[src/rtl/jk_bank_arbiter.sv]
// Bank of N JK flip-flop bits with round-robin, lockable write access for NREQ requesters.
// One command is applied per cycle; q and the update/err pulses appear one edge after acceptance.
module jk_bank_arbiter #(
  parameter int N    = 8,
  parameter int AW   = 3,
  parameter int NREQ = 4
) (
  input  logic              clk,
  input  logic              rst,
  input  logic [NREQ-1:0]   req_valid,
  input  logic [NREQ*AW-1:0] req_addr,
  input  logic [NREQ*2-1:0] req_op,
  input  logic [NREQ-1:0]   req_lock,
  output logic [NREQ-1:0]   req_ready,
  output logic [N-1:0]      q,
  output logic              upd_valid,
  output logic [2:0]        upd_id,
  output logic              err,
  output logic              dbg_locked,
  output logic [2:0]        dbg_owner
);

  // Handshake: requester i's command is accepted on a rising edge where req_valid[i] and
  // req_ready[i] are both 1; ready is combinational and at most one-hot, valid must be held
  // (with stable addr/op/lock) until accepted, and ready never waits on anything but valid.

  typedef enum logic {
    IDLE   = 1'b0,
    LOCKED = 1'b1
  } state_t;

  state_t          state, state_next;
  logic [2:0]      rr_ptr, rr_next;
  logic [2:0]      owner, owner_next;
  logic [3:0]      idx;
  logic            win_any;
  logic [2:0]      win_id;
  logic [AW-1:0]   win_addr;
  logic [1:0]      win_op;
  logic            win_lock;
  logic            win_in_range;
  logic [N-1:0]    q_next;

  // Winner selection: owner only while locked, otherwise first valid at or after rr_ptr.
  always_comb begin
    win_any = 1'b0;
    win_id  = 3'd0;
    idx     = 4'd0;
    if (state == LOCKED) begin
      win_id = owner;
      for (int j = 0; j < NREQ; j++) begin
        if (3'(j) == owner) win_any = req_valid[j];
      end
    end else begin
      for (int k = 0; k < NREQ; k++) begin
        idx = {1'b0, rr_ptr} + 4'(k);
        if (idx >= 4'(NREQ)) idx = idx - 4'(NREQ);
        for (int j = 0; j < NREQ; j++) begin
          if (!win_any && (idx == 4'(j)) && req_valid[j]) begin
            win_any = 1'b1;
            win_id  = 3'(j);
          end
        end
      end
    end
    if (rst) win_any = 1'b0;
  end

  always_comb begin
    req_ready = '0;
    for (int j = 0; j < NREQ; j++) begin
      req_ready[j] = win_any && (win_id == 3'(j));
    end
  end

  always_comb begin
    win_addr = '0;
    win_op   = 2'b00;
    win_lock = 1'b0;
    for (int j = 0; j < NREQ; j++) begin
      if (win_id == 3'(j)) begin
        win_addr = req_addr[j*AW +: AW];
        win_op   = req_op[j*2 +: 2];
        win_lock = req_lock[j];
      end
    end
  end

  assign win_in_range = ({{(32-AW){1'b0}}, win_addr} < 32'(N));

  always_comb begin
    q_next = q;
    if (win_any && win_in_range) begin
      for (int j = 0; j < N; j++) begin
        if ({{(32-AW){1'b0}}, win_addr} == 32'(j)) begin
          case (win_op)
            2'b01:   q_next[j] = 1'b0;
            2'b10:   q_next[j] = 1'b1;
            2'b11:   q_next[j] = ~q[j];
            default: q_next[j] = q[j];
          endcase
        end
      end
    end
  end

  always_comb begin
    state_next = state;
    owner_next = owner;
    rr_next    = rr_ptr;
    if (win_any) begin
      rr_next = (win_id == 3'(NREQ-1)) ? 3'd0 : win_id + 3'd1;
      if (win_lock) begin
        state_next = LOCKED;
        owner_next = win_id;
      end else begin
        state_next = IDLE;
      end
    end
  end

  always_ff @(posedge clk or posedge rst) begin
    if (rst) begin
      state  <= IDLE;
      owner  <= 3'd0;
      rr_ptr <= 3'd0;
    end else begin
      state  <= state_next;
      owner  <= owner_next;
      rr_ptr <= rr_next;
    end
  end

  always_ff @(posedge clk or posedge rst) begin
    if (rst) begin
      q         <= '0;
      upd_valid <= 1'b0;
      upd_id    <= 3'd0;
      err       <= 1'b0;
    end else begin
      q         <= q_next;
      upd_valid <= win_any;
      err       <= win_any && !win_in_range;
      if (win_any) upd_id <= win_id;
    end
  end

  assign dbg_locked = (state == LOCKED);
  assign dbg_owner  = owner;

endmodule

[config.mk]
export PLATFORM = sky130hd
export DESIGN_NAME = jk_bank_arbiter
export DESIGN_NICKNAME = d
export VERILOG_FILES = /design/src/rtl/jk_bank_arbiter.sv
export SDC_FILE = /design/constraint.sdc
export NUM_CORES = 1
export LEC_CHECK = 0
export CAP_MARGIN = 30
export CORE_MARGIN = 4
export CORE_UTILIZATION = 51
export CTS_CLUSTER_DIAMETER = 30
export DETAILED_ROUTE_END_ITERATION = 10
export MAX_ROUTING_LAYER = met4
export PLACE_DENSITY = 0.92
export SYNTH_ARGS = -nofsm -noshare
export SYNTH_HDL_FRONTEND = slang
export SYNTH_SLANG_ARGS = --single-unit
[constraint.sdc]
create_clock -name clk -period 6.7 [get_ports clk]
set_input_delay 1.34 -clock clk [delete_from_list [all_inputs] [get_ports clk]]
set_output_delay 1.34 -clock clk [all_outputs]
set_load 0.05 [all_outputs]
==> reports/summary.md <==
- 190 — Post-Synthesis Cells
- dfrtp_1, nand2_1, and2_1, nor2_1 — Synth top cells by count
- 0 — number of routed nets with antenna violations
- rr_ptr[0]$_DFFE_PP0P_ — launching point of the worst reg2reg path
- 1548 — number of global-route vias before repair
- flop to flop — Hold WC Path Type
- 6850 um — wire length of the first global-routing pass
- completed — status
- 19 — clock sinks
- nand2_1 > xnor2_1 > inv_1 > ha_1 > nor4b_1 > a21o_1 > nor4bb_1 > o21ai_0 > a32oi_1 > ha_1 > and2_1 > clkdlybuf4s50_1 — sequence of cells on the critical path
- 8.75 um^2 — synthesized area per cell
- 1.00 — share of flip-flops with an asynchronous set or reset after synthesis
- 0.883 — fin crit share
- 65.1 um — Die Width
- 0.286 — sequential cell area fraction in the yosys report
- 2 — critical path buffer and inverter count
- 4.57 ns — CP arrival
- 51 — IO Pins
- 0 — number of maximum-capacitance violations
- 20 — largest fanout on the critical path
- 1050 um^2 — area of the multi-input gates
- 0 — hold bufs inserted after CTS
- 0 — Slew Limit Fails
- 0.0435 — fraction of final layout cells sized beyond drive strength 1
- 0.30 ns — Clk Latency, worst-skew pair
- 169 MHz — Highest Clock Rate
- 20 — number of placement rows
- 0 — initial antenna violation count
- 0.12 ns — Clock Pin Slew Worst Setup and Hold Paths
- 137 — initial drt markers
- 0 — DR DRC count
- 2110 um^2 — Placed Instance Area
- dfrtp_1, ha_1, o41ai_1 — top area cells in the synthesized netlist
- 0 — final hold vios
- 0.0264 — mux share of post-synthesis cell area
- 4240 um^2 — die outline area
- 3080 um^2 — total core area
- 269 — Final nets
- q[5]$_DFFE_PP0P_ — hold_sp
- 3 — number of CTS-inserted buffers
- 252 — Filler Cell Count
- 3170 um — HPWL after detailed placement
- 55 — Yosys cell types
- 65.1 um — Die Y
- 475 um^2 — area occupied by registers
- 0.696 — fin util
- 2140 um^2 — post-route cell area
- ha_1 — Worst path most repeated cell
- rr_ptr[0]$_DFFE_PP0P_ — worst setup path startpoint
- 270 — number of placed instances with taps included
- yes — clock tree from TritonCTS
- 19 — number of register bits inferred by synthesis
- 205 um — Met3 Wirelength
- dfrtp_1 — primary flip-flop cell chosen by synthesis mapping
- dfrtp_1 — largest area contributor in the synthesized netlist
- 0.286 — area share of the largest cell type after synthesis
- 0 — Remaining Overflow, GRT
- 0.0105 — XOR/XNOR Fraction of Synth Area
- 1605 — vias after detailed routing
- 0 ns — final sum of negative setup slack
- flop to output pin — critical path start-end classification
- 49 — Port Buf Inserts
- 4130 um — total wire length
- no — unrepaired setup endpoints after global routing
- flop — Startpoint Class
- 0.696 ns — transition time at the pin with the least slew margin
- 21 — maximum number of pins on one net before global-route repair
- clkbuf_4 — CTS Root Cell
- simple AND/OR/NAND/NOR gates — main combinational cell family by area after synthesis
- 0.540 — initial standard-cell utilization of the core
- clkdlybuf4s50_1 — highest-delay cell along the critical path
- 0 — post-cts gate resize count
- 2 — clk buf depth
- 5.91 ns — post-layout min period
- 15.1 um — mean routed wirelength per cell
- 1840 um — wire length on met1
- simple AND/OR/NAND/NOR gates — family of cells with the greatest summed delay on the critical path
- 0 — yosys synthesis warning count
- 4 — First-pass DRT Iterations
- 1 — maximum level of the CTS H-tree
- 5.86 — per-cell via count in the routed design
- 0.276 — synthesized-area fraction occupied by and/or/nand/nor cells
- 1660 um^2 — post-synth design cell area
- met4 — DR top layer
- 0.260 — share of the synthesized area in compound gates (AO/OA/AOI/OAI)
- 0 — antenna diode count
- 0.204 — All-Layer GR Usage
- 0 — final-report setup violation count
- 228 — synthesized netlist net count
- 0.980 — RePlAce Congestion
- 0.0602 — post-synthesis adder-cell area fraction
- dfrtp_1 — most frequent cell after synthesis
- output pin — critical path endpoint category
- 0 — number of enable-type register cells in the synthesized netlist
- 0 — Post-CTS Setup Inserts
- 0.535 — Slew HR
- 5.36 ns — CP required
- 0.80 ns — Crit path largest cell delay
- 274 — fin cells
- 2070 um — metal2 WL
- 0.0117 ns — final setup skew
- 29.0% — Layout area overhead
[registers in the layout (all words and copies together), names as in the netlist]
register	count
q	8
upd_valid	1
upd_id	3
dbg_owner	3
rr_ptr	3
dbg_locked	1
[layer usage]
| layer | track usage | vias to the layer above |
|---|---|---|
| li1 | - | 788 |
| met4 | 0.0233 | 0 |
| met3 | 0.0381 | 8 |
| met1 | 0.274 | 752 |
| met5 | - | - |
| met2 | 0.333 | 57 |
[worst paths after layout]
kind / slack, ns / cells past startpoint / end
min reg2reg: 0.49 / 1 / q[5]$_DFFE_PP0P_
min in group asynchronous: 1.49 / 2 / q[4]$_DFFE_PP0P_
max in group asynchronous: 4.77 / 2 / dbg_locked$_DFFE_PP0P_
min: 0.49 / 1 / q[5]$_DFFE_PP0P_
max: 0.79 / 12 / req_ready[3]
max reg2reg: 1.70 / 17 / q[7]$_DFFE_PP0P_
[metrics by stage]
stage / hold WS, ns / setup slack [ns]
detailed placement: 0.473 / 0.865
CTS: 0.495 / 0.857
global placement: 0.464 / 0.940
global route: 0.532 / 0.449
floorplan: 0.609 / 2.07
finish: 0.492 / 0.787
[cell families after synthesis]
family | count (synthesis)
AO/OA/AOI/OAI | 56
XOR/XNOR | 2
adder cells (fa/ha/maj) | 8
buffers and inverters | 23
flip-flops | 19
multiplexers | 3
other | 1
AND/OR/NAND/NOR | 78
[placed cells by master (no fill, tap or decap), types with 2 or more instances in the layout]
cell / n
clkdlybuf4s50_1: 49
dfrtp_1: 19
nand2_1: 12
and2_1: 10
nor2_1: 10
inv_1: 9
o41ai_1: 9
nor2b_1: 8
ha_1: 8
a221oi_1: 6
o21ai_0: 6
o211ai_1: 6
nand3_1: 6
nor3b_1: 5
nor3_1: 5
a21oi_1: 4
o31ai_1: 4
nand3b_1: 3
a21o_1: 3
nand2b_1: 3
a31oi_1: 3
nand4_1: 3
clkbuf_4: 3
a22o_1: 2
and2b_1: 2
o21ai_1: 2
xnor2_1: 2
or3_1: 2
[cell type report]
cell class	count	area share
Inverter	10	0.0175
Clock buffer	3	0.0105
Timing Repair Buffer	49	0.229
Tap cell	44	0.0257
Sequential cell	19	0.222
Multi-Input combinational cell	148	0.492
Clock inverter	1	0.00350
Power is left out: the tool's default activity adds up to more than one toggle a clock period on the data nets, which glitch-free logic cannot reach.
